===== config.mk =====
export PLATFORM = sky130hd
export DESIGN_NAME = hw_registers_receiver
export DESIGN_NICKNAME = d
export VERILOG_FILES = /design/src/rtl/hw_registers_pkg.sv /design/src/rtl/hw_registers_receiver_sync.sv /design/src/rtl/hw_registers_receiver.sv
export SDC_FILE = /design/constraint.sdc
export NUM_CORES = 1
export LEC_CHECK = 0
export BUFFER_PORTS_ARGS = -buffer_cell sky130_fd_sc_hd__buf_2
export CAP_MARGIN = 20
export CORE_MARGIN = 2
export CORE_UTILIZATION = 36
export DETAILED_ROUTE_END_ITERATION = 8
export PLACE_DENSITY = 0.66
export SYNTH_ARGS = -nofsm -noshare
export SYNTH_HDL_FRONTEND = slang
export SYNTH_SLANG_ARGS = --single-unit

===== constraint.sdc =====
create_clock -name clk -period 3.7 [get_ports clk]
set_input_delay 0.74 -clock clk [delete_from_list [all_inputs] [get_ports clk]]
set_output_delay 0.74 -clock clk [all_outputs]
set_load 0.01 [all_outputs]

===== src/rtl/hw_registers_pkg.sv =====
// Purpose: shared constants and helpers for the 7-segment shift-register chain (driver and receiver).
// Latency: n/a (package only).
// Backpressure: n/a.
package hw_registers_pkg;

  // Default chain geometry: 8-bit registers, 6 digit registers.
  localparam int REG_SIZE_DEFAULT     = 8;
  localparam int NUM_DATA_REG_DEFAULT = 6;

  // One-hot control bytes, lowest byte transmitted first. Byte 0x80 selects
  // digit 0 and byte 0x04 selects digit 5.
  localparam logic [47:0] CONTROL_DATA_SEQUENCE_6_DIG = 48'h04_08_10_20_40_80;

  // Control bit that selects digit k. Digit 0 is the MSB of the control byte.
  function automatic int digit_sel_bit(input int k, input int reg_size);
    return reg_size - 1 - k;
  endfunction

endpackage


===== src/rtl/hw_registers_receiver_sync.sv =====
// Purpose: multi-flop synchronizer with a registered level and a rising-edge strobe.
// Latency: level is valid STAGES cycles after the input; rise is high in the cycle the level first reads 1.
// Backpressure: none; the input is sampled on every clock.
//
// Ports:
//   clk, nrst  : system clock and asynchronous active-low reset
//   i_async    : asynchronous input
//   o_level    : synchronized level (last synchronizer flop)
//   o_rise     : one-cycle strobe on a 0->1 transition of o_level
module sig_sync_edge #(
  parameter int STAGES = 2
) (
  input  logic clk,
  input  logic nrst,
  input  logic i_async,
  output logic o_level,
  output logic o_rise
);

  if (STAGES < 2) begin : g_stages_check
    $error("sig_sync_edge: STAGES must be at least 2");
  end

  logic [STAGES-1:0] r_sync;
  logic              r_prev;

  always_ff @(posedge clk or negedge nrst) begin
    if (!nrst) begin
      r_sync <= '0;
      r_prev <= 1'b0;
    end else begin
      r_sync <= {r_sync[STAGES-2:0], i_async};
      r_prev <= r_sync[STAGES-1];
    end
  end

  // The edge is a compare of two registers, so a consumer that registers on
  // o_rise updates on the clock after the last synchronizer stage.
  assign o_level = r_sync[STAGES-1];
  assign o_rise  = r_sync[STAGES-1] & ~r_prev;

endmodule


===== src/rtl/hw_registers_receiver.sv =====
// Purpose: reconstructs control and digit storage registers of the 7-segment shift chain from its serial bus.
// Latency: 3 clk from a bus edge to the register update (2 synchronizer flops + edge compare).
// Backpressure: none; bus must respect >=3 clk per SRCLK phase, outputs are strobes.
//
// Ports:
//   clk, nrst          : system clock, asynchronous active-low reset
//   bit_clk            : bus SRCLK (async)
//   bus_nrst           : bus nSRCLR (async, active-low)
//   control_data_ser   : control SER (async)
//   control_reg_clk    : control RCLK (async)
//   digit_data_ser     : digit SER (async)
//   err_clr            : synchronous clear of the sticky error flags
//   ctrl_q             : control storage register
//   digit_data_out     : latched digit bytes, digit k in slice k
//   digit_valid        : one-cycle strobe per latched digit
//   frame_done         : one-cycle strobe once every digit has latched
//   framing_err        : sticky, RCLK after a shift count other than REG_SIZE
//   multi_sel_err      : sticky, one RCLK selected more than one digit
module hw_registers_receiver
  import hw_registers_pkg::*;
#(
  parameter int REG_SIZE     = REG_SIZE_DEFAULT,
  parameter int NUM_DATA_REG = NUM_DATA_REG_DEFAULT
) (
  input  logic                             clk,
  input  logic                             nrst,
  input  logic                             bit_clk,
  input  logic                             bus_nrst,
  input  logic                             control_data_ser,
  input  logic                             control_reg_clk,
  input  logic                             digit_data_ser,
  input  logic                             err_clr,
  output logic [REG_SIZE-1:0]              ctrl_q,
  output logic [NUM_DATA_REG*REG_SIZE-1:0] digit_data_out,
  output logic [NUM_DATA_REG-1:0]          digit_valid,
  output logic                             frame_done,
  output logic                             framing_err,
  output logic                             multi_sel_err
);

  if (NUM_DATA_REG < 1 || NUM_DATA_REG > REG_SIZE) begin : g_param_check
    $error("hw_registers_receiver: NUM_DATA_REG must be within 1..REG_SIZE");
  end

  // Counter spans 0..REG_SIZE+1; REG_SIZE+1 is the saturated "too many" value.
  localparam int                CNT_W    = $clog2(REG_SIZE + 2);
  localparam logic [CNT_W-1:0]  CNT_ONE  = CNT_W'(1);
  localparam logic [CNT_W-1:0]  CNT_FULL = CNT_W'(REG_SIZE);
  localparam logic [CNT_W-1:0]  CNT_SAT  = CNT_W'(REG_SIZE + 1);
  localparam logic [NUM_DATA_REG-1:0] SEL_ONE = NUM_DATA_REG'(1);

  // ---------------------------------------------------------------------------
  // Bus synchronizers. All five share the same depth so the SER levels line up
  // with the detected SRCLK edge.
  // ---------------------------------------------------------------------------
  logic w_bclk_rise;
  logic w_bclk_lvl;
  logic w_rclk_rise;
  logic w_rclk_lvl;
  logic w_bus_nrst;
  logic w_ctrl_ser;
  logic w_digit_ser;

  sig_sync_edge #(.STAGES(2)) u_sync_bclk (
    .clk     (clk),
    .nrst    (nrst),
    .i_async (bit_clk),
    .o_level (w_bclk_lvl),
    .o_rise  (w_bclk_rise)
  );

  sig_sync_edge #(.STAGES(2)) u_sync_rclk (
    .clk     (clk),
    .nrst    (nrst),
    .i_async (control_reg_clk),
    .o_level (w_rclk_lvl),
    .o_rise  (w_rclk_rise)
  );

  sig_sync_edge #(.STAGES(2)) u_sync_bus_nrst (
    .clk     (clk),
    .nrst    (nrst),
    .i_async (bus_nrst),
    .o_level (w_bus_nrst),
    .o_rise  ()
  );

  sig_sync_edge #(.STAGES(2)) u_sync_ctrl_ser (
    .clk     (clk),
    .nrst    (nrst),
    .i_async (control_data_ser),
    .o_level (w_ctrl_ser),
    .o_rise  ()
  );

  sig_sync_edge #(.STAGES(2)) u_sync_digit_ser (
    .clk     (clk),
    .nrst    (nrst),
    .i_async (digit_data_ser),
    .o_level (w_digit_ser),
    .o_rise  ()
  );

  // ---------------------------------------------------------------------------
  // Shift registers and bit counter
  // ---------------------------------------------------------------------------
  logic [REG_SIZE-1:0] r_ctrl_shift;
  logic [REG_SIZE-1:0] r_digit_shift;
  logic [CNT_W-1:0]    r_bit_cnt;

  always_ff @(posedge clk or negedge nrst) begin
    if (!nrst) begin
      r_ctrl_shift  <= '0;
      r_digit_shift <= '0;
      r_bit_cnt     <= '0;
    end else if (!w_bus_nrst) begin
      r_ctrl_shift  <= '0;
      r_digit_shift <= '0;
      r_bit_cnt     <= '0;
    end else if (w_bclk_rise) begin
      r_ctrl_shift  <= {r_ctrl_shift[REG_SIZE-2:0], w_ctrl_ser};
      r_digit_shift <= {r_digit_shift[REG_SIZE-2:0], w_digit_ser};
      // A simultaneous RCLK closes the old byte; this shift is bit 1 of the next.
      if (w_rclk_rise) begin
        r_bit_cnt <= CNT_ONE;
      end else if (r_bit_cnt != CNT_SAT) begin
        r_bit_cnt <= r_bit_cnt + CNT_ONE;
      end
    end else if (w_rclk_rise) begin
      r_bit_cnt <= '0;
    end
  end

  // ---------------------------------------------------------------------------
  // Digit selection. A digit latches only on a 0->1 of its control bit, so a
  // held selection does not re-latch on every RCLK.
  // ---------------------------------------------------------------------------
  logic [REG_SIZE-1:0]     r_ctrl_q;
  logic [REG_SIZE-1:0]     w_ctrl_rise_bits;
  logic [NUM_DATA_REG-1:0] w_sel;
  logic [NUM_DATA_REG-1:0] w_latch;
  logic                    w_multi;
  logic                    w_framing;

  assign w_ctrl_rise_bits = r_ctrl_shift & ~r_ctrl_q;

  always_comb begin
    w_sel = '0;
    for (int k = 0; k < NUM_DATA_REG; k++) begin
      w_sel[k] = w_ctrl_rise_bits[digit_sel_bit(k, REG_SIZE)];
    end
  end

  assign w_latch   = w_rclk_rise ? w_sel : '0;
  // More than one bit set <=> clearing the lowest set bit leaves something.
  assign w_multi   = |(w_latch & (w_latch - SEL_ONE));
  assign w_framing = w_rclk_rise && (r_bit_cnt != CNT_FULL);

  // ---------------------------------------------------------------------------
  // Storage registers. Registers read the pre-shift contents, so a
  // coincident SRCLK/RCLK latches the old byte like the 74HC595.
  // ---------------------------------------------------------------------------
  logic [NUM_DATA_REG*REG_SIZE-1:0] r_digit_q;
  logic [NUM_DATA_REG-1:0]          r_digit_valid;

  always_ff @(posedge clk or negedge nrst) begin
    if (!nrst) begin
      r_ctrl_q      <= '0;
      r_digit_q     <= '0;
      r_digit_valid <= '0;
    end else begin
      r_digit_valid <= w_latch;
      if (w_rclk_rise) begin
        r_ctrl_q <= r_ctrl_shift;
      end
      for (int k = 0; k < NUM_DATA_REG; k++) begin
        if (w_latch[k]) begin
          r_digit_q[k*REG_SIZE +: REG_SIZE] <= r_digit_shift;
        end
      end
    end
  end

  // ---------------------------------------------------------------------------
  // Frame tracking
  // ---------------------------------------------------------------------------
  logic [NUM_DATA_REG-1:0] r_seen;
  logic [NUM_DATA_REG-1:0] w_seen_next;
  logic                    w_frame;
  logic                    r_frame_done;

  assign w_seen_next = r_seen | w_latch;
  assign w_frame     = (|w_latch) && (&w_seen_next);

  always_ff @(posedge clk or negedge nrst) begin
    if (!nrst) begin
      r_seen       <= '0;
      r_frame_done <= 1'b0;
    end else begin
      r_seen       <= w_frame ? '0 : w_seen_next;
      r_frame_done <= w_frame;
    end
  end

  // ---------------------------------------------------------------------------
  // Sticky error flags; a new error takes priority over err_clr.
  // ---------------------------------------------------------------------------
  logic r_framing_err;
  logic r_multi_sel_err;

  always_ff @(posedge clk or negedge nrst) begin
    if (!nrst) begin
      r_framing_err   <= 1'b0;
      r_multi_sel_err <= 1'b0;
    end else begin
      if (w_framing) begin
        r_framing_err <= 1'b1;
      end else if (err_clr) begin
        r_framing_err <= 1'b0;
      end
      if (w_multi) begin
        r_multi_sel_err <= 1'b1;
      end else if (err_clr) begin
        r_multi_sel_err <= 1'b0;
      end
    end
  end

  assign ctrl_q         = r_ctrl_q;
  assign digit_data_out = r_digit_q;
  assign digit_valid    = r_digit_valid;
  assign frame_done     = r_frame_done;
  assign framing_err    = r_framing_err;
  assign multi_sel_err  = r_multi_sel_err;

endmodule


==> qor.csv, run 1 <==
stage,metric,value,unit
run_status,outcome,finished clean,
sta,period utilization,0.5163,
cells_and_area,most frequent cells in the layout,"dfrtp_1, buf_2, mux2_2, nand2_1, a21boi_0",
flow_run,Max-cap violations,0,
worst_setup_path,crit-path cells,nand2b_1 > a41o_1 > a21oi_1 > a21oi_1,
global_routing,first-pass GRT wire length,12.63,mm
clocking,clk root buf,clkbuf_8,
die,Initial Util,0.3669,
logic_synthesis,"flops & latches, synth",103,
die,Die W,108.7,um
logic_synthesis,Mapped Area,0.003943,sq mm
worst_setup_path,cell mode on critical path,a21oi_1,
sta,clock period minus worst slack,1910,ps
logic_synthesis,Yosys warnings,0,
logic_synthesis,syn nets,293,
clocking,CTS H-tree depth,3,
global_routing,largest net degree at the start of global routing,58,
die,Die H,108.7,um
worst_setup_path,"slowest stage delay, CP",450,ps
clocking,CTS max path bufs,2,
power_and_ir_drop,leakage power,2.426,nW
logic_synthesis,ys flop type,dfrtp_1,
global_routing,Congestion Overflow GR,0,
die,Core ar.,0.01075,sq mm
logic_synthesis,part of the Yosys area used for sequential elements,0.6538,
clocking,cts hold-fix bufs,0,
cells_and_area,FF/Latch Area,0.002577,sq mm
worst_setup_path,CP startpoint kind,register,
route,WL/cell,15.86,um
logic_synthesis,async set-reset flop share out of synthesis,1.000,
cells_and_area,post-route cell area,0.004634,sq mm
cells_and_area,fill count,992,
sta,clock skew,12.21,ps
hold_path,worst min path class,reg -> reg,
sta,Sum Neg Setup Slack,0,ps
route,drt total wl,7.947,mm
cells_and_area,proportion of layout cells with a drive suffix above 1,0.4321,
clocking,Num CTS Buffers,9,
power_and_ir_drop,peak supply drop,0.0001731,V
clocking,Num Clock Sinks,103,
placement,I/O Buffers,72,
sta,Fin Hold WS,354.6,ps
logic_synthesis,"EDFF count, synth",0,
worst_setup_path,Worst Reg-to-Reg Cells,4,
clocking,TritonCTS clock tree,done,
worst_setup_path,RR Startpoint,u_sync_rclk.r_prev,
cells_and_area,Layout Area Growth over Synthesis,17.55,%
logic_synthesis,post-synth top area share,0.6538,
clocking,postcts setup bufs,0,
logic_synthesis,average cell area after synthesis,13.98,sq um
route,vias per inst,4.870,
route,number of remaining DRC errors,0,
sta,final count of pins violating max slew,0,
sta,worst rel slew slack,0.5199,
sta,FMAX,523.5,MHz
route,ANT nets after route,0,
clocking,# resized after CTS,0,
worst_setup_path,Worst Setup EP,r_seen[2],
worst_setup_path,"Worst Path Class, Setup",reg -> reg,
route,DR iter-0 viols,104,
global_routing,vias in the first global route,2376,
clocking,clk slew on worst S/H paths,90,ps
worst_setup_path,CP required,3920,ps
worst_setup_path,Worst path depth,4,
logic_synthesis,post-synth top area cell,dfrtp_1,
logic_synthesis,Yosys cell types,31,
placement,dpl hpwl,5.410,mm
cells_and_area,multi-input logic area,0.001287,sq mm
die,Die ar.,0.01180,sq mm
die,num rows,38,
placement,final RePlAce weighted congestion,0.7806,
route,vias post-DR,2440,
logic_synthesis,synth top area cells,"dfrtp_1, mux2_2, nand2_1",
global_routing,GR Util All Layers,0.1415,
sta,Worst-Margin Slew,720.1,ps
worst_setup_path,critical path arrival,2130,ps
clocking,worst skew pair latency,360,ps
worst_setup_path,worst r2r dst,r_seen[2],
cells_and_area,"commonest non-fill, non-tap cell in the layout",dfrtp_1,
sta,RSZ-0062 raised after global routing,false,
placement,placed instance area,0.004444,sq mm
worst_setup_path,Critical path buffers and inverters,0,
power_and_ir_drop,Power Density,403.8,mW/mm^2
route,Initial DRT Pass Iterations,4,
worst_setup_path,Critical Path End Type,register,
die,I/O pin count,73,
cells_and_area,# diodes,0,
logic_synthesis,post-synthesis cell count,282,
sta,Final Setup Violations,0,
cells_and_area,fin nets,367,
worst_setup_path,cell family with most CP delay,compound AO/OA/AOI/OAI gates,
worst_setup_path,critical path's slowest cell,nand2b_1,
worst_setup_path,worst reg2reg setup slack,1790,ps
global_routing,initial antenna violation count,0,
worst_setup_path,Worst Setup SP,u_sync_rclk.r_prev,
sta,final hold violations,0,
worst_setup_path,"Max FO, Critical Path",15,
kinds of logic (layout without fill, tap and decap cells):
| kind of cell | Yosys count | after routing | share of synthesized area |
|---|---|---|---|
| flops | 103 | 103 | 0.6538 |
| simple gates | 67 | 67 | 0.09108 |
| mux | 56 | 56 | 0.1599 |
| compound gates | 34 | 34 | 0.06157 |
| buf+inv | 17 | 96 | 0.01968 |
| fa+ha+maj | 3 | 3 | 0.009522 |
| xor+xnor | 2 | 2 | 0.004444 |
sequential cells by signal (all words and copies together) (netlist names), 4 cells and up:
| name | cells |
|---|---|
| r_ctrl_shift | 8 |
| ctrl_q | 8 |
| r_seen | 6 |
| r_digit_shift | 8 |
| digit_valid | 6 |
| r_bit_cnt | 4 |
| digit_data_out | 48 |
Yosys cell counts (3+ instances only):
| cell | count |
|---|---|
| a21boi_0 | 16 |
| and4bb_2 | 6 |
| dfrtp_1 | 103 |
| nor2_1 | 9 |
| buf_2 | 5 |
| inv_1 | 5 |
| ha_1 | 3 |
| nand2_1 | 36 |
| mux2_2 | 56 |
| a21oi_1 | 9 |
| clkbuf_1 | 5 |
| nand2b_1 | 6 |
worst min path at each step:
| stage | to | start | cells after the start | slack (ps) |
|---|---|---|---|---|
| finish | u_sync_bus_nrst.r_sync[1] | u_sync_bus_nrst.r_sync[0] | 0 | 350 |
| global route | u_sync_ctrl_ser.r_sync[1] | u_sync_ctrl_ser.r_sync[0] | 0 | 360 |
| CTS | u_sync_bus_nrst.r_sync[1] | u_sync_bus_nrst.r_sync[0] | 0 | 360 |
| detailed placement | u_sync_bus_nrst.r_sync[1] | u_sync_bus_nrst.r_sync[0] | 0 | 330 |
| global placement | u_sync_bus_nrst.r_sync[1] | u_sync_bus_nrst.r_sync[0] | 0 | 330 |
| floorplan | u_sync_bclk.r_sync[1] | u_sync_bclk.r_sync[0] | 0 | 330 |
area by class of cell:
class / count / share of cell area
sequential: 103 / 0.5562
inverter: 5 / 0.004050
clock buffer: 10 / 0.02970
timing repair buffer: 75 / 0.08315
clock inverter: 6 / 0.01134
multi-input combinational: 162 / 0.2778
tap: 140 / 0.03780
routing by layer:
metal / GRT usage / vias to the layer above / routed length (um)
li1: - / 1121 / -
met1: 0.2054 / 1253 / 3800
met2: 0.2067 / 57 / 3704
met3: 0.03706 / 9 / 319
met4: 0.04670 / 0 / 122
met5: 0 / - / 0
metrics by stage:
step / cells / total power [mW] / worst slack (ps) / utilization
after floorplan: 282 / 1.189 / 2258 / -
after global placement: 485 / 1.226 / 1892 / 0.4136
after detailed placement: 485 / 1.228 / 1814 / 0.4136
after CTS: 501 / 1.895 / 1801 / 0.4313
after global routing: 501 / 1.950 / 1598 / 0.4313
final: 501 / 1.871 / 1790 / 0.4313
where the power goes:
| part | switching [mW] | internal, mW | total [mW] |
|---|---|---|---|
| clock | 0.396 | 0.273 | 0.669 |
| combinational | 0.0386 | 0.0166 | 0.0552 |
| sequential | 0.0107 | 1.14 | 1.15 |
| total | 0.445 | 1.43 | 1.87 |
No activity file was read; power rests on OpenSTA's default activity.
==> run 2: changes to the inputs <==
Clock period 3.7 ns to 1.9 ns, I/O delays scaled along.
==> run 2 against run 1 <==
- core utilization rose by 0.82 points
- global-route usage rose by 0.60 points
- critical path depth did not move
- register-to-register slack got worse by 1600 ps
- first-iteration DRC count rose by 36%
- sequential share of layout area fell by 1.0 points
- sequential cell count did not move
- wire length rose by 2.8%
- die area did not move
- worst hold slack got worse by 310 ps
- critical endpoint is now r_seen[1]
- largest power group unchanged
==> qor.csv, run 2 (same netlist as run 1, synthesis figures left out) <==
stage,metric,value,unit,change
run_status,outcome,finished clean,,
sta,FMAX,597.6,MHz,+14%
clocking,Num Clock Sinks,103,,unchanged
die,Die H,108.7,um,unchanged
sta,worst rel slew slack,0.6133,,+0.09333
worst_setup_path,worst r2r dst,r_seen[1],,
global_routing,initial antenna violation count,0,,unchanged
power_and_ir_drop,clock network fraction of total power,0.378,,+0.021
worst_setup_path,worst reg2reg setup slack,230,ps,-1560 ps
worst_setup_path,CP startpoint kind,register,,
placement,placed instance area,0.004517,sq mm,+1.6%
cells_and_area,multi-input logic area,0.001287,sq mm,unchanged
cells_and_area,number of flip-flops in the largest register,48,,unchanged
sta,Final Setup Violations,0,,unchanged
die,I/O pin count,73,,unchanged
clocking,clk slew on worst S/H paths,90,ps,about the same
die,Initial Util,0.3669,,unchanged
route,WL/cell,16.05,um,+1.2%
route,met1 wire length,3.933,mm,+3.5%
route,vias per inst,4.880,,+0.20%
placement,dpl hpwl,5.447,mm,+0.68%
route,max layer used,met4,,
power_and_ir_drop,Sw Ratio,0.2298,,-0.008202
route,WL met2,3.748,mm,+1.2%
route,vias post-DR,2484,,+1.8%
power_and_ir_drop,peak supply drop,0.0005659,V,+230%
worst_setup_path,Worst Setup EP,r_seen[1],,
power_and_ir_drop,Comb power frac,0.031,,+0.002
sta,final hold violations,0,,unchanged
sta,clock period minus worst slack,1673,ps,-237.2 ps
worst_setup_path,Worst Setup SP,u_sync_rclk.r_prev,,
sta,Sum Neg Setup Slack,0,ps,unchanged
cells_and_area,fin nets,375,,+2.2%
sta,final count of pins violating max slew,0,,unchanged
placement,I/O Buffers,72,,unchanged
sta,RSZ-0062 raised after global routing,false,,
power_and_ir_drop,Internal Pwr Total,2.910,mW,+100%
cells_and_area,# diodes,0,,unchanged
die,Die W,108.7,um,unchanged
global_routing,vias in the first global route,2478,,+4.3%
worst_setup_path,Worst Reg-to-Reg Cells,4,,unchanged
clocking,clk root buf,clkbuf_8,,
clocking,CTS H-tree depth,3,,unchanged
route,drt total wl,8.168,mm,+2.8%
clocking,postcts setup bufs,0,,unchanged
cells_and_area,post-route cell area,0.004722,sq mm,+1.9%
clocking,worst skew pair latency,380,ps,+20 ps
sta,clock skew,13.34,ps,+1.137 ps
global_routing,largest net degree at the start of global routing,104,,+79%
worst_setup_path,critical path arrival,1910,ps,-220 ps
cells_and_area,fill count,1031,,+3.9%
power_and_ir_drop,leakage power,2.482,nW,+2.3%
cells_and_area,Layout Area Growth over Synthesis,19.77,%,
route,met3 wire length,373,um,+17%
power_and_ir_drop,P_sw,0.8682,mW,+95%
sta,period utilization,0.8807,,+0.3643
placement,final RePlAce weighted congestion,0.7872,,+0.85%
cells_and_area,FF/Latch Area,0.002577,sq mm,unchanged
clocking,Num CTS Buffers,9,,unchanged
die,Die ar.,0.01180,sq mm,unchanged
cells_and_area,"commonest non-fill, non-tap cell in the layout",dfrtp_1,,
route,number of remaining DRC errors,0,,unchanged
clocking,# resized after CTS,0,,unchanged
sta,Worst-Margin Slew,580.1,ps,-140.0 ps
die,Core ar.,0.01075,sq mm,unchanged
cells_and_area,most frequent cells in the layout,"dfrtp_1, buf_2, mux2_2, nand2_1, a21boi_0",,
route,Initial DRT Pass Iterations,4,,unchanged
global_routing,Congestion Overflow GR,0,,unchanged
worst_setup_path,"Worst Path Class, Setup",reg -> reg,,
worst_setup_path,CP required,2140,ps,-1780 ps
power_and_ir_drop,Power Density,800.1,mW/mm^2,+98%
global_routing,first-pass GRT wire length,13.08,mm,+3.5%
power_and_ir_drop,Reg power frac,0.592,,-0.021
worst_setup_path,"Max FO, Critical Path",8,,-7
worst_setup_path,Critical Path End Type,register,,
global_routing,GR Util All Layers,0.1474,,+0.005958
hold_path,worst min path class,in -> async,,
clocking,CTS max path bufs,2,,unchanged
route,ANT nets after route,0,,unchanged
die,num rows,38,,unchanged
cells_and_area,proportion of layout cells with a drive suffix above 1,0.4417,,+0.009601
route,DR iter-0 viols,141,,+36%
flow_run,Max-cap violations,0,,unchanged
clocking,TritonCTS clock tree,done,,
worst_setup_path,RR Startpoint,u_sync_rclk.r_prev,,
clocking,cts hold-fix bufs,0,,unchanged
[run 2: routing by layer]
| layer | GRT usage | vias up |
|---|---|---|
| li1 | - | 1141 |
| met1 | 0.2090 | 1281 |
| met2 | 0.2165 | 52 |
| met3 | 0.04304 | 10 |
| met4 | 0.05128 | 0 |
| met5 | 0 | - |
[run 2: layout make-up]
cell class	count	share of cell area
multi-input cells	162	0.2727
inverters	5	0.003975
repair buffers	83	0.09698
flip-flops and latches	103	0.5458
clock inverters	5	0.01351
well taps	140	0.03710
clock buffers	11	0.02994
[run 2: through the flow]
stage	power (mW)	hold slack, ps	util	cells	setup WS, ps
after floorplan	2.316	84.41	-	282	458.3
after global placement	2.395	332.8	0.4204	493	308.7
after detailed placement	2.399	335.5	0.4204	493	231.5
after CTS	3.809	86.29	0.4395	509	219.5
after global routing	3.935	89.72	0.4395	509	82.04
final	3.778	47.23	0.4395	509	226.8
[run 2: worst max-delay path, stage by stage (launching register included)]
cell and delay, ps:
dfrtp_1 440, and4bb_2 450, nor2_1 120, nor4_4 420, a21oi_1 120
[run 2: power by group through the flow]
stage	combinational [mW]	clock (mW)	sequential, mW
5_1_grt	0.135	1.56	2.24
3_3_place_gp	0.118	0	2.28
6_report	0.117	1.43	2.23
3_5_place_dp	0.121	0	2.28
4_1_cts	0.121	1.45	2.23
2_1_floorplan	0.0435	0	2.27
[run 2: worst min-delay path by stage]
stage | slack (ps) | from | cells past startpoint | endpoint
floorplan | 80 | nrst | 0 | ctrl_q[0]
global placement | 330 | u_sync_bclk.r_sync[0] | 0 | u_sync_bclk.r_sync[1]
detailed placement | 340 | u_sync_digit_ser.r_sync[0] | 0 | u_sync_digit_ser.r_sync[1]
CTS | 90 | nrst | 2 | ctrl_q[1]
global route | 90 | digit_data_ser | 1 | u_sync_digit_ser.r_sync[0]
finish | 50 | nrst | 2 | ctrl_q[0]
